<file path="config.mk">
export PLATFORM = sky130hd
export DESIGN_NAME = mem_access_ctrl_flat
export DESIGN_NICKNAME = d
export VERILOG_FILES = /design/src/rtl/mem_access_ctrl_if.sv /design/src/rtl/mem_access_ctrl.sv /design/src/flat_wrapper.sv
export SDC_FILE = /design/constraint.sdc
export NUM_CORES = 1
export LEC_CHECK = 0
export CORE_UTILIZATION = 40
export DETAILED_ROUTE_END_ITERATION = 16
export PLACE_DENSITY = 0.71
export SKIP_CTS_REPAIR_TIMING = 1
export SYNTH_ARGS = -nofsm -noshare
export SYNTH_HDL_FRONTEND = slang
export SYNTH_SLANG_ARGS = --single-unit
</file>
<file path="constraint.sdc">
create_clock -name clk -period 5.15 [get_ports clk]
set_clock_uncertainty 0.2 [all_clocks]
set_input_delay 0.7725 -clock clk [delete_from_list [all_inputs] [get_ports clk]]
set_output_delay 0.7725 -clock clk [all_outputs]
set_load 0.005 [all_outputs]
</file>
<file path="src/rtl/mem_access_ctrl_if.sv">
// ---------------------------------------------------------------------------
// mem_access_ctrl_if
// Purpose: bundles the pipeline request/response handshake and the word-wide
//          data memory port of the MEM-stage load/store initiator.
// Signals:
//   request  : reqValid, reqReady, reqWrite, reqSize, reqSigned, reqAddr, reqWData
//   response : respValid, loadData, alignErr
//   memory   : memAddr, memWData, memRead, memWrite, readDataMem
// Modports:
//   slave  - the controller (consumes requests, drives the memory port)
//   master - the environment (pipeline plus memory model)
// ---------------------------------------------------------------------------
interface mem_access_ctrl_if #(
  parameter int unsigned ADDR_BITS = 32
);

  logic                 reqValid;
  logic                 reqReady;
  logic                 reqWrite;
  logic [1:0]           reqSize;
  logic                 reqSigned;
  logic [31:0]          reqAddr;
  logic [31:0]          reqWData;

  logic                 respValid;
  logic [31:0]          loadData;
  logic                 alignErr;

  logic [ADDR_BITS-1:0] memAddr;
  logic [31:0]          memWData;
  logic                 memRead;
  logic                 memWrite;
  logic [31:0]          readDataMem;

  modport slave (
    input  reqValid, reqWrite, reqSize, reqSigned, reqAddr, reqWData, readDataMem,
    output reqReady, respValid, loadData, alignErr, memAddr, memWData, memRead, memWrite
  );

  modport master (
    output reqValid, reqWrite, reqSize, reqSigned, reqAddr, reqWData, readDataMem,
    input  reqReady, respValid, loadData, alignErr, memAddr, memWData, memRead, memWrite
  );

endinterface

</file>
<file path="src/rtl/mem_access_ctrl.sv">
// ---------------------------------------------------------------------------
// mem_access_ctrl
// Purpose: MEM-stage load/store initiator. Accepts byte/half/word requests,
//          performs loads with lane extraction and sign/zero extension, does
//          sub-word stores as read-modify-write, and reports misaligned or
//          reserved-size requests without touching memory.
// Ports:
//   clk    - clock, all state on posedge
//   reset  - synchronous, active-high reset
//   bus    - mem_access_ctrl_if.slave (request, response and memory port)
// Parameters:
//   ADDR_BITS - width of the memory word-index address (memAddr)
//   DATA_BITS - memory word width; only 32 is supported
// ---------------------------------------------------------------------------
module mem_access_ctrl #(
  parameter int unsigned ADDR_BITS = 32,
  parameter int unsigned DATA_BITS = 32
) (
  input  logic               clk,
  input  logic               reset,
  mem_access_ctrl_if.slave   bus
);

  localparam int unsigned SIZE_BYTE = 0;
  localparam int unsigned SIZE_HALF = 1;
  localparam int unsigned SIZE_WORD = 2;

  typedef enum logic [2:0] {
    S_IDLE,
    S_LOAD,
    S_STORE,
    S_RMW_RD,
    S_RMW_WR,
    S_RESP
  } state_t;

  state_t      state_q;

  // Request fields latched at accept; memAddr itself holds the word index.
  logic [1:0]  off_q;
  logic [1:0]  size_q;
  logic        signed_q;
  logic [15:0] wdata_q;

  logic [DATA_BITS-1:0] rdata_c;
  logic                 misalign_c;
  logic [ADDR_BITS-1:0] word_idx_c;

  // Pick the addressed lane (little-endian) and extend it to a full word.
  function automatic logic [31:0] extract_lane(
    input logic [31:0] word,
    input logic [1:0]  off,
    input logic [1:0]  size,
    input logic        sgn
  );
    logic [7:0]  b;
    logic [15:0] h;
    logic [31:0] r;
    b = word[{off, 3'b000} +: 8];
    h = off[1] ? word[31:16] : word[15:0];
    case (size)
      2'(SIZE_BYTE): r = {{24{sgn & b[7]}}, b};
      2'(SIZE_HALF): r = {{16{sgn & h[15]}}, h};
      default:       r = word;
    endcase
    return r;
  endfunction

  // Replace the addressed byte/half of a word with right-justified store data.
  function automatic logic [31:0] merge_lane(
    input logic [31:0] word,
    input logic [1:0]  off,
    input logic [1:0]  size,
    input logic [15:0] wd
  );
    logic [31:0] r;
    r = word;
    if (size == 2'(SIZE_BYTE)) begin
      r[{off, 3'b000} +: 8] = wd[7:0];
    end else if (off[1]) begin
      r[31:16] = wd;
    end else begin
      r[15:0] = wd;
    end
    return r;
  endfunction

  // Request decode: alignment check and word index of the incoming address.
  always_comb begin
    rdata_c    = bus.readDataMem;
    word_idx_c = ADDR_BITS'(bus.reqAddr[31:2]);
    misalign_c = 1'b0;
    case (bus.reqSize)
      2'(SIZE_BYTE): misalign_c = 1'b0;
      2'(SIZE_HALF): misalign_c = bus.reqAddr[0];
      2'(SIZE_WORD): misalign_c = (bus.reqAddr[1:0] != 2'b00);
      default:       misalign_c = 1'b1;
    endcase
  end

  // Access sequencer; every output is a register updated here.
  always_ff @(posedge clk) begin
    if (reset) begin
      state_q       <= S_IDLE;
      off_q         <= 2'b00;
      size_q        <= 2'b00;
      signed_q      <= 1'b0;
      wdata_q       <= 16'h0;
      bus.reqReady  <= 1'b1;
      bus.respValid <= 1'b0;
      bus.alignErr  <= 1'b0;
      bus.loadData  <= 32'h0;
      bus.memAddr   <= '0;
      bus.memWData  <= 32'h0;
      bus.memRead   <= 1'b0;
      bus.memWrite  <= 1'b0;
    end else begin
      bus.respValid <= 1'b0;
      bus.alignErr  <= 1'b0;
      case (state_q)
        S_IDLE: begin
          if (bus.reqValid) begin
            off_q        <= bus.reqAddr[1:0];
            size_q       <= bus.reqSize;
            signed_q     <= bus.reqSigned;
            wdata_q      <= bus.reqWData[15:0];
            bus.reqReady <= 1'b0;
            if (misalign_c) begin
              // No memory access: report straight away.
              bus.respValid <= 1'b1;
              bus.alignErr  <= 1'b1;
              state_q       <= S_RESP;
            end else begin
              bus.memAddr <= word_idx_c;
              if (!bus.reqWrite) begin
                bus.memRead <= 1'b1;
                state_q     <= S_LOAD;
              end else if (bus.reqSize == 2'(SIZE_WORD)) begin
                bus.memWData <= bus.reqWData;
                bus.memWrite <= 1'b1;
                state_q      <= S_STORE;
              end else begin
                bus.memRead <= 1'b1;
                state_q     <= S_RMW_RD;
              end
            end
          end
        end

        S_LOAD: begin
          bus.memRead   <= 1'b0;
          bus.loadData  <= extract_lane(rdata_c, off_q, size_q, signed_q);
          bus.respValid <= 1'b1;
          state_q       <= S_RESP;
        end

        S_STORE: begin
          bus.memWrite  <= 1'b0;
          bus.respValid <= 1'b1;
          state_q       <= S_RESP;
        end

        S_RMW_RD: begin
          // Read and write strobes never overlap: drop read as write rises.
          bus.memRead  <= 1'b0;
          bus.memWData <= merge_lane(rdata_c, off_q, size_q, wdata_q);
          bus.memWrite <= 1'b1;
          state_q      <= S_RMW_WR;
        end

        S_RMW_WR: begin
          bus.memWrite  <= 1'b0;
          bus.respValid <= 1'b1;
          state_q       <= S_RESP;
        end

        S_RESP: begin
          bus.reqReady <= 1'b1;
          state_q      <= S_IDLE;
        end

        default: begin
          bus.memRead  <= 1'b0;
          bus.memWrite <= 1'b0;
          bus.reqReady <= 1'b1;
          state_q      <= S_IDLE;
        end
      endcase
    end
  end

endmodule

</file>
<file path="src/flat_wrapper.sv">
// flat-port wrapper written by rule: the top's interface ports become plain ports
module mem_access_ctrl_flat 
#(
  parameter int unsigned ADDR_BITS = 32,
  parameter int unsigned DATA_BITS = 32
)
  (clk, reset, bus_reqValid, bus_reqWrite, bus_reqSize, bus_reqSigned, bus_reqAddr, bus_reqWData, bus_readDataMem, bus_reqReady, bus_respValid, bus_loadData, bus_alignErr, bus_memAddr, bus_memWData, bus_memRead, bus_memWrite);
  mem_access_ctrl_if #(.ADDR_BITS(ADDR_BITS)) bus_i ();
  input  logic clk;
  input  logic reset;
  input wire logic [$bits(bus_i.reqValid)-1:0] bus_reqValid;
  input wire logic [$bits(bus_i.reqWrite)-1:0] bus_reqWrite;
  input wire logic [$bits(bus_i.reqSize)-1:0] bus_reqSize;
  input wire logic [$bits(bus_i.reqSigned)-1:0] bus_reqSigned;
  input wire logic [$bits(bus_i.reqAddr)-1:0] bus_reqAddr;
  input wire logic [$bits(bus_i.reqWData)-1:0] bus_reqWData;
  input wire logic [$bits(bus_i.readDataMem)-1:0] bus_readDataMem;
  output wire logic [$bits(bus_i.reqReady)-1:0] bus_reqReady;
  output wire logic [$bits(bus_i.respValid)-1:0] bus_respValid;
  output wire logic [$bits(bus_i.loadData)-1:0] bus_loadData;
  output wire logic [$bits(bus_i.alignErr)-1:0] bus_alignErr;
  output wire logic [$bits(bus_i.memAddr)-1:0] bus_memAddr;
  output wire logic [$bits(bus_i.memWData)-1:0] bus_memWData;
  output wire logic [$bits(bus_i.memRead)-1:0] bus_memRead;
  output wire logic [$bits(bus_i.memWrite)-1:0] bus_memWrite;
  assign bus_i.reqValid = bus_reqValid;
  assign bus_i.reqWrite = bus_reqWrite;
  assign bus_i.reqSize = bus_reqSize;
  assign bus_i.reqSigned = bus_reqSigned;
  assign bus_i.reqAddr = bus_reqAddr;
  assign bus_i.reqWData = bus_reqWData;
  assign bus_i.readDataMem = bus_readDataMem;
  assign bus_reqReady = bus_i.reqReady;
  assign bus_respValid = bus_i.respValid;
  assign bus_loadData = bus_i.loadData;
  assign bus_alignErr = bus_i.alignErr;
  assign bus_memAddr = bus_i.memAddr;
  assign bus_memWData = bus_i.memWData;
  assign bus_memRead = bus_i.memRead;
  assign bus_memWrite = bus_i.memWrite;
  mem_access_ctrl #(.ADDR_BITS(ADDR_BITS), .DATA_BITS(DATA_BITS)) u_core (.clk(clk), .reset(reset), .bus(bus_i));
endmodule
</file>
======== After elaboration in Yosys (flattened, before gate mapping) ========
Cells that the tools add are included.
storage, ports and cells
  input bits .............................. 103
  register bits after elaboration ......... 123
  word-level logic and storage cells ...... 85
  output and inout bits ................... 101
cells by class
  reduce and logical (&&, ||, !) cells .... 16
  shifts and indexed selects .............. 3
  eq/ne operators ......................... 13
  mux-type cells .......................... 32
  add/subtract/negate cells ............... 1
  bitwise operators ....................... 7
operator list
  cell                                                                     number
  32-bit two-way mux                                                       5
  32-bit one-hot mux with 2 select lines                                   2
  16-bit two-way mux                                                       3
  32-bit bitwise mux                                                       1
  8-bit by 7-bit variable shift with 32-bit output (first input constant)  1
  32-bit by 6-bit variable part select with 8-bit output                   1
  8-bit by 7-bit variable part select with 32-bit output                   1
  1-bit two-way mux                                                        12
  5-bit AND reduction                                                      2
  3-bit two-way mux                                                        3
  3-bit one-hot mux with 3 select lines                                    1
  5-bit negator with 7-bit output                                          1
  3-bit by 2-bit equality test with 1-bit output (second input constant)   2
  3-bit equality test (second input constant)                              2
  2-bit != test (second input constant)                                    3
  1-bit one-hot mux with 2 select lines                                    3
  1-bit one-hot mux with 3 select lines                                    2
  3-bit OR reduction                                                       2
  1-bit inverter                                                           5
  2-bit by 1-bit equality test with 1-bit output (second input constant)   2
  2-bit zero test                                                          2
  2-bit AND reduction                                                      2
  4-bit AND reduction                                                      1
  2-bit nonzero test                                                       2
  other kinds (9)                                                          11

======== Longest topological paths before layout ========
Gate-level depths: netlist of run 1.
  depth after elaboration ................. 6
  depth in mapped cells ................... 9
  depth with buffers taken out ............ 6

======== Worst setup path after synthesis of run 1 ========
Ideal clock, no wire load.
  kind .................................... reg2reg
  start point ............................. register u_core.off_q[1]
  end point ............................... register u_core.bus.memWData[0]
  arrival time ............................ 2.300 ns
  stages on the path, launching flop included .. 10
  required time ........................... 4.862 ns
  clock period less this slack ............ 2.588 ns
  buffers on the path ..................... 3
  setup slack ............................. 2.562 ns
  setup time .............................. 0.088 ns
  cell sequence ........................... dfxtp_1 buf_2 buf_2 inv_1 ha_1 nor4bb_1 clkbuf_1 a221oi_1 a211o_1 a311oi_2
between the ends
  word-level cells in the longest chain between the ends .. 5
  elaborated cells between the ends (all ways) .. 7
  those cells by class .................... add/sub (1); shift (2); mux (4)
ends and longest elaborated chain
  element                                                                                                                     line                      RTL
  start: declaration                                                                                                          mem_access_ctrl.sv:40     logic [1:0] off_q;
  start signal: assignment                                                                                                    mem_access_ctrl.sv:123    off_q <= bus.reqAddr[1:0];
  5-bit negator with 7-bit output                                                                                             mem_access_ctrl.sv:79     r[{off, 3'b000} +: 8] = wd[7:0];
  8-bit by 7-bit variable part select with 32-bit output or 8-bit by 7-bit variable shift with 32-bit output (tied branches)  mem_access_ctrl.sv:79
  32-bit bitwise mux                                                                                                          mem_access_ctrl.sv:79
  32-bit two-way mux (*)                                                                                                      mem_access_ctrl.sv:78     if (size == 2'(SIZE_BYTE)) begin
  32-bit one-hot mux with 2 select lines (*)                                                                                  mem_access_ctrl.sv:120    case (state_q)
  end signal: assignment                                                                                                      mem_access_ctrl.sv:139    bus.memWData <= bus.reqWData;
  end signal: assignment                                                                                                      mem_access_ctrl.sv:166    bus.memWData <= merge_lane(rdata_c, off_q, size_q, wdata_q);
  end: declaration                                                                                                            mem_access_ctrl_if.sv:37  output reqReady, respValid, loadData, alignErr, memAddr, memWData, memRead, memWrite
Every way passes the cells marked *; elsewhere a longest branch is shown, timed or not.
A chain may end at the register's enable or synchronous reset.

======== Worst setup path in the final report of run 1 ========
  start point ............................. input bus_reqValid
  end point ............................... register u_core.bus.memAddr[1]
between the ends
  word-level cells in the longest chain between the ends .. 1
ends and longest elaborated chain
  element                               line                      RTL
  start: declaration                    flat_wrapper.sv:11        input wire logic [$bits(bus_i.reqValid)-1:0] bus_reqValid;
  3-bit AND reduction (no source line)  -
  end signal: assignment                mem_access_ctrl.sv:134    bus.memAddr <= word_idx_c;
  end: declaration                      mem_access_ctrl_if.sv:37
No other way between the ends.

==> results of run 1 <==
[placed cells by master, fill, tap and decap left out, types with 4 or more instances in the layout]
cell type / count
dfxtp_1: 122
nand2_1: 145
o21ai_0: 65
o211ai_1: 6
clkinvlp_4: 4
clkinv_4: 4
a21o_1: 4
nor2_1: 74
a32oi_1: 7
clkbuf_16: 17
a221oi_1: 10
a21oi_1: 87
inv_1: 8
mux2i_1: 36
a311oi_2: 10
o221a_2: 6
a32o_1: 22
a211oi_1: 17
nor3b_1: 7
buf_4: 14
ha_1: 5
clkdlybuf4s50_1: 200
nand2b_1: 5
clkinv_2: 4
a311oi_1: 22
a211o_1: 8
[worst max-delay path: stages]
cell,delay (ps)
clkdlybuf4s50_1,540
or4b_1,840
a21oi_2,740
buf_4,340
nand2_1,80
a21oi_1,140
[cells by family after synthesis]
group,synth area share [%]
buffers and inverters,6.20
flip-flops,38.8
multiplexers,6.04
XOR/XNOR,0.138
AND/OR/NAND/NOR,17.1
other,0.0591
adder cells (fa/ha/maj),0.987
AO/OA/AOI/OAI,30.6
[power by group through the flow]
stage | combinational, mW | clock, mW | sequential, mW
2_1_floorplan | 0.322 | 0 | 1.07
3_3_place_gp | 0.571 | 0 | 1.09
3_5_place_dp | 0.575 | 0 | 1.09
4_1_cts | 0.577 | 1.15 | 1.07
5_1_grt | 0.632 | 1.19 | 1.08
6_report | 0.579 | 1.13 | 1.07
[state kept, by name, summed over array words and instances (netlist names)]
| signal | flops |
|---|---|
| u_core.wdata_q | 16 |
| u_core.bus.reqReady | 1 |
| u_core.signed_q | 1 |
| u_core.bus.memRead | 1 |
| u_core.size_q | 2 |
| u_core.off_q | 2 |
| u_core.bus.alignErr | 1 |
| u_core.bus.respValid | 1 |
| u_core.state_q | 3 |
| u_core.bus.memWrite | 1 |
| u_core.bus.memWData | 32 |
| u_core.bus.loadData | 32 |
| u_core.bus.memAddr | 30 |
[area by class of cell]
type / instances / area (um^2)
fillers: 1423 / 6380
flip-flops and latches: 123 / 2460
inverters: 9 / 33.8
well taps: 211 / 264
clock buffers: 18 / 439
repair buffers: 214 / 2110
clock inverters: 14 / 124
multi-input cells: 580 / 3510
[through the flow]
| stage | worst slack [ps] | hold slack (ps) | total power [mW] | std cells |
|---|---|---|---|---|
| final | 1830 | 252 | 2.78 | 1169 |
| after floorplan | 2560 | 248 | 1.40 | 789 |
| after global placement | 1540 | 239 | 1.66 | 1137 |
| after global routing | 1650 | 270 | 2.90 | 1169 |
| after detailed placement | 1450 | 246 | 1.66 | 1137 |
| after CTS | 1860 | 252 | 2.79 | 1169 |
[worst paths after layout]
path	startpoint	end	slack (ps)
worst max-delay path	bus_reqValid	u_core.bus.memAddr[1]$_SDFFE_PP0P_	1830
worst min-delay path	u_core.bus.loadData[10]$_SDFFE_PP0P_	u_core.bus.loadData[10]$_SDFFE_PP0P_	250
worst max register to register	u_core.state_q[1]$_SDFFE_PP0P_	u_core.bus.memAddr[1]$_SDFFE_PP0P_	2210
worst min register to register	u_core.bus.loadData[10]$_SDFFE_PP0P_	u_core.bus.loadData[10]$_SDFFE_PP0P_	250
[Yosys cell counts (3+ instances only)]
master    instances  area share (%)
or2_2             3            0.30
a21oi_1          87             6.9
ha_1              5            0.99
o221a_2           6             1.1
buf_2            17             1.3
a221oi_1         10             1.4
nand3b_1          3            0.36
buf_1             5            0.30
nor3b_1           8            0.95
o21ai_0          65             5.1
clkbuf_1         47             2.8
dfxtp_1         123              39
nor2_1           74             4.4
a211oi_1         17             2.0
mux2i_1          36             5.7
inv_1             8            0.47
o211ai_1          6            0.71
a211o_1           8             1.1
nor3_1            3            0.24
buf_4             3            0.36
a21o_1            4            0.47
buf_6             5            0.89
nand2_1         145             8.6
a32o_1           22             3.5
a32oi_1           7            0.97
nand2b_1          5            0.49
o22ai_1           3            0.30
a311oi_2         10             2.4
a311oi_1         22             3.0
[layer usage]
layer,up-vias,global-route usage (%)
li1,3175,-
met1,3076,35.5
met2,262,39.8
met3,29,4.76
met4,0,8.65
met5,-,0
==> results.py, run 1 <==
metrics = {
    "status": {
        "status": "finished, final reports clean",
    },
    "setup_path": {
        "arrival_ps": 3460,
        "startpoint_type": "primary input",
        "crit_type": "primary input to register",
        "path_max_fanout": 24,
        "cp.required_ps": 5290,
        "critPathCaptureType": "register",
        "reg2reg_depth": 5,
    },
    "placement": {
        "place_area_mm2": 0.00838,
        "finalWeightedCongestion": 0.888,
        "io_buffers": 201,
        "dp_hpwl_mm": 14.8,
    },
    "floorplanning": {
        "start_util_pct": 41.4,
        "ios": 204,
        "die_area_mm2": 0.0164,
        "core_region_area_mm2": 0.0153,
        "rows": 45,
        "die_w_um": 128,
        "die_h_um": 128,
    },
    "detailed_routing": {
        "wl_met1_mm": 9.40,
        "top_layer_used": "met4",
        "finalWirelength_mm": 21.1,
        "drt_iter0_drc": 618,
        "via_count": 6542,
        "ant_nets": 0,
        "wl_per_cell_um": 18.0,
        "dr.pass1.iters": 6,
        "drcViolationCount": 0,
        "wl_met3_mm": 1.58,
        "vias_per_cell": 5.60,
        "route.met2.wl_mm": 9.72,
    },
    "clock_network": {
        "clock_sinks": 123,
        "cts.path.max_buffers": 2,
        "insertion_delay_ps": 420,
        "cts_max_level": 4,
        "cts-buffers-inserted": 17,
        "clkTransAtPathRegs_ps": 50,
        "cts_tree": "done",
        "clockRootBuffer": "clkbuf_16",
    },
    "yosys": {
        "synth-main-ff-cell": "dfxtp_1",
        "yosysUniqueCellTypes": 56,
        "ys_warn_count": 0,
        "syn-cell-area_mm2": 0.00634,
        "syn-mean-instance-area_um2": 8.05,
        "ys_ff_latch": 123,
        "synth_edf_count": 0,
        "yosysSeqAreaShare_pct": 38.8,
        "synthCells": 788,
        "postSynth.asyncResetShare_pct": 0,
    },
    "timing": {
        "post-route-period-util_pct": 64.4,
        "slew_viol_final": 0,
        "rsz0062_at_grt": "no",
        "hold_violations": 0,
        "finalSetupTns_ps": 0,
        "slew_headroom_pct": 34.2,
        "setup_violations": 0,
        "tightest_slew_ps": 986,
        "clock.fmax_mhz": 301,
        "finalCriticalPeriod_ps": 3320,
    },
    "power": {
        "power_density_mw_per_mm2": 311,
        "peakVddDrop_mv": 0.243,
        "p_comb_share_pct": 20.8,
        "clkPwrFrac_pct": 40.7,
        "p_int_mw": 1.97,
        "switching_share_pct": 29.2,
        "power_frac_seq_pct": 38.4,
        "p_leak_nw": 2.95,
        "p_sw_mw": 0.812,
    },
    "global_route": {
        "grt_max_degree": 75,
        "antenna_found_initial": 0,
        "grt_usage_pct": 25.6,
        "grt_pass1_wl_mm": 32.3,
        "grt_pass1_vias": 5955,
        "gr-total-overflow": 0,
    },
    "finish": {
        "finish.instance_area_mm2": 0.00894,
        "nNetsFinal": 1053,
        "drive_gt1_share_pct": 7.93,
        "postLayoutCoreUtil_pct": 58.4,
        "antenna_cells": 0,
        "syn2layout_area_growth_pct": 41.0,
    },
    "worst_hold_path": {
        "min_path_cells": 2,
        "worstHoldPathType": "register to register",
    },
    "flow_run": {
        "maxCapViolations": 0,
    },
}
Power figures use the tool's default switching activity.
==> run 2, diff against run 1 <==
PLACE_DENSITY = 0.74   (was 0.71)
clock period = 3 ns   (was 5.15 ns; I/O delays follow)
==> results.py, run 2 (same netlist as run 1, synthesis figures left out) <==
metrics = {
    "status": {
        "status": "finished, final reports clean",
    },
    "finish": {
        "reg_top3": "u_core.bus.loadData (32), u_core.bus.memWData (32), u_core.bus.memAddr (30)",
        "layout_commonest_cell": "clkdlybuf4s50_1",
        "finish.instance_area_mm2": 0.00913,
        "nNetsFinal": 1064,
        "layout_common_cells": "clkdlybuf4s50_1 (200), nand2_1 (145), dfxtp_1 (122), a21oi_1 (87), nor2_1 (74)",
        "syn2layout_area_growth_pct": 44.0,
        "antenna_cells": 0,
        "drive_gt1_share_pct": 8.68,
    },
    "placement": {
        "io_buffers": 201,
        "pre_cts_slack_ps": 378,
        "place_area_mm2": 0.00850,
        "dp_hpwl_mm": 15.0,
        "finalWeightedCongestion": 0.864,
    },
    "detailed_routing": {
        "vias_per_cell": 5.66,
        "wl_per_cell_um": 17.9,
        "drt_iter0_drc": 660,
        "dr.pass1.iters": 5,
        "ant_nets": 0,
        "finalWirelength_mm": 21.1,
        "drcViolationCount": 0,
        "via_count": 6679,
    },
    "clock_network": {
        "clockRootBuffer": "clkbuf_16",
        "cts.path.max_buffers": 2,
        "cts-buffers-inserted": 17,
        "cts_tree": "done",
        "insertion_delay_ps": 410,
        "cts_max_level": 4,
        "clkTransAtPathRegs_ps": 60,
        "clock_sinks": 123,
    },
    "power": {
        "clkPwrFrac_pct": 43.3,
        "p_int_mw": 3.71,
        "power_density_mw_per_mm2": 554,
        "p_sw_mw": 1.34,
        "p_leak_nw": 3.05,
        "power_frac_seq_pct": 36.2,
        "peakVddDrop_mv": 0.337,
        "p_comb_share_pct": 20.5,
        "switching_share_pct": 26.6,
    },
    "global_route": {
        "grt_usage_pct": 25.5,
        "grt_max_degree": 63,
        "antenna_found_initial": 0,
        "gr-total-overflow": 0,
        "grt_pass1_vias": 5903,
        "grt_pass1_wl_mm": 32.4,
    },
    "setup_path": {
        "cp.required_ps": 3120,
        "critPathCaptureType": "register",
        "crit_type": "register to register",
        "path_max_fanout": 8,
        "reg2reg_depth": 7,
        "startpoint_type": "register",
        "arrival_ps": 2480,
    },
    "floorplanning": {
        "die_area_mm2": 0.0164,
        "die_h_um": 128,
        "ios": 204,
        "start_util_pct": 41.4,
        "die_w_um": 128,
        "core_region_area_mm2": 0.0153,
        "rows": 45,
    },
    "timing": {
        "whs_ps": 251,
        "fin_ws_ps": 643,
        "slew_headroom_pct": 48.8,
        "post-route-period-util_pct": 78.6,
        "finalCriticalPeriod_ps": 2360,
        "clock.fmax_mhz": 424,
        "tightest_slew_ps": 765,
        "slew_viol_final": 0,
        "rsz0062_at_grt": "no",
        "finalSetupTns_ps": 0,
        "setup_violations": 0,
        "hold_violations": 0,
    },
    "flow_run": {
        "maxCapViolations": 0,
    },
    "worst_hold_path": {
        "worstHoldPathType": "register to register",
        "min_path_cells": 2,
    },
}
run 2: changes by cell type in the layout (fill, tap and decap cells not counted):
cell        previous run  this run
buf_12                 0         3
buf_4                 14        22
bufinv_16              1         5
clkbuf_1               0         2
clkbuf_8               1         0
clkinv_2               4         3
clkinv_4               4         2
clkinvlp_4             4         2
inv_6                  1         0
run 2: final timing paths:
path / start / slack (ps) / end
worst min register to register: u_core.bus.loadData[8]$_SDFFE_PP0P_ / 250 / u_core.bus.loadData[8]$_SDFFE_PP0P_
worst max-delay path: u_core.off_q[1]$_SDFFE_PP0P_ / 640 / u_core.bus.memWData[3]$_SDFFE_PP0P_
worst min-delay path: u_core.bus.loadData[8]$_SDFFE_PP0P_ / 250 / u_core.bus.loadData[8]$_SDFFE_PP0P_
worst max register to register: u_core.off_q[1]$_SDFFE_PP0P_ / 640 / u_core.bus.memWData[3]$_SDFFE_PP0P_
run 2: stage by stage:
step	instances	power [mW]	utilization, %
finish	1179	5.06	59.6
global route	1179	5.26	59.6
CTS	1179	5.08	59.6
detailed placement	1148	2.89	55.5
global placement	1148	2.88	55.5
floorplan	789	2.40	-
run 2: per-layer routing:
layer,up-vias,part of all wire (%),global-route usage (%)
li1,3201,-,-
met2,305,47,40.0
met1,3138,43,34.3
met3,35,8.3,6.30
met5,-,0,0
met4,0,1.8,8.37
run 2: layout make-up:
class | instances | area (um^2)
clock buffer | 19 | 433
clock inverter | 12 | 198
fill | 1392 | 6190
inverter | 9 | 33.8
multi-input combinational | 580 | 3510
sequential | 123 | 2460
tap | 211 | 264
timing repair buffer | 225 | 2230
run 2: power by group through the flow:
stage / sequential, mW / clock (mW) / combinational, mW
floorplan: 1.84 / 0 / 0.552
global placement: 1.86 / 0 / 1.02
detailed placement: 1.86 / 0 / 1.02
CTS: 1.83 / 2.22 / 1.03
global route: 1.84 / 2.30 / 1.12
finish: 1.83 / 2.19 / 1.03
run 2: critical path, stage by stage (launching register included):
cell and delay, ps:
dfxtp_2 360, inv_1 100, ha_1 360, nor4bb_1 340, buf_4 220, a221oi_1 80, a211o_1 350, a311oi_2 260
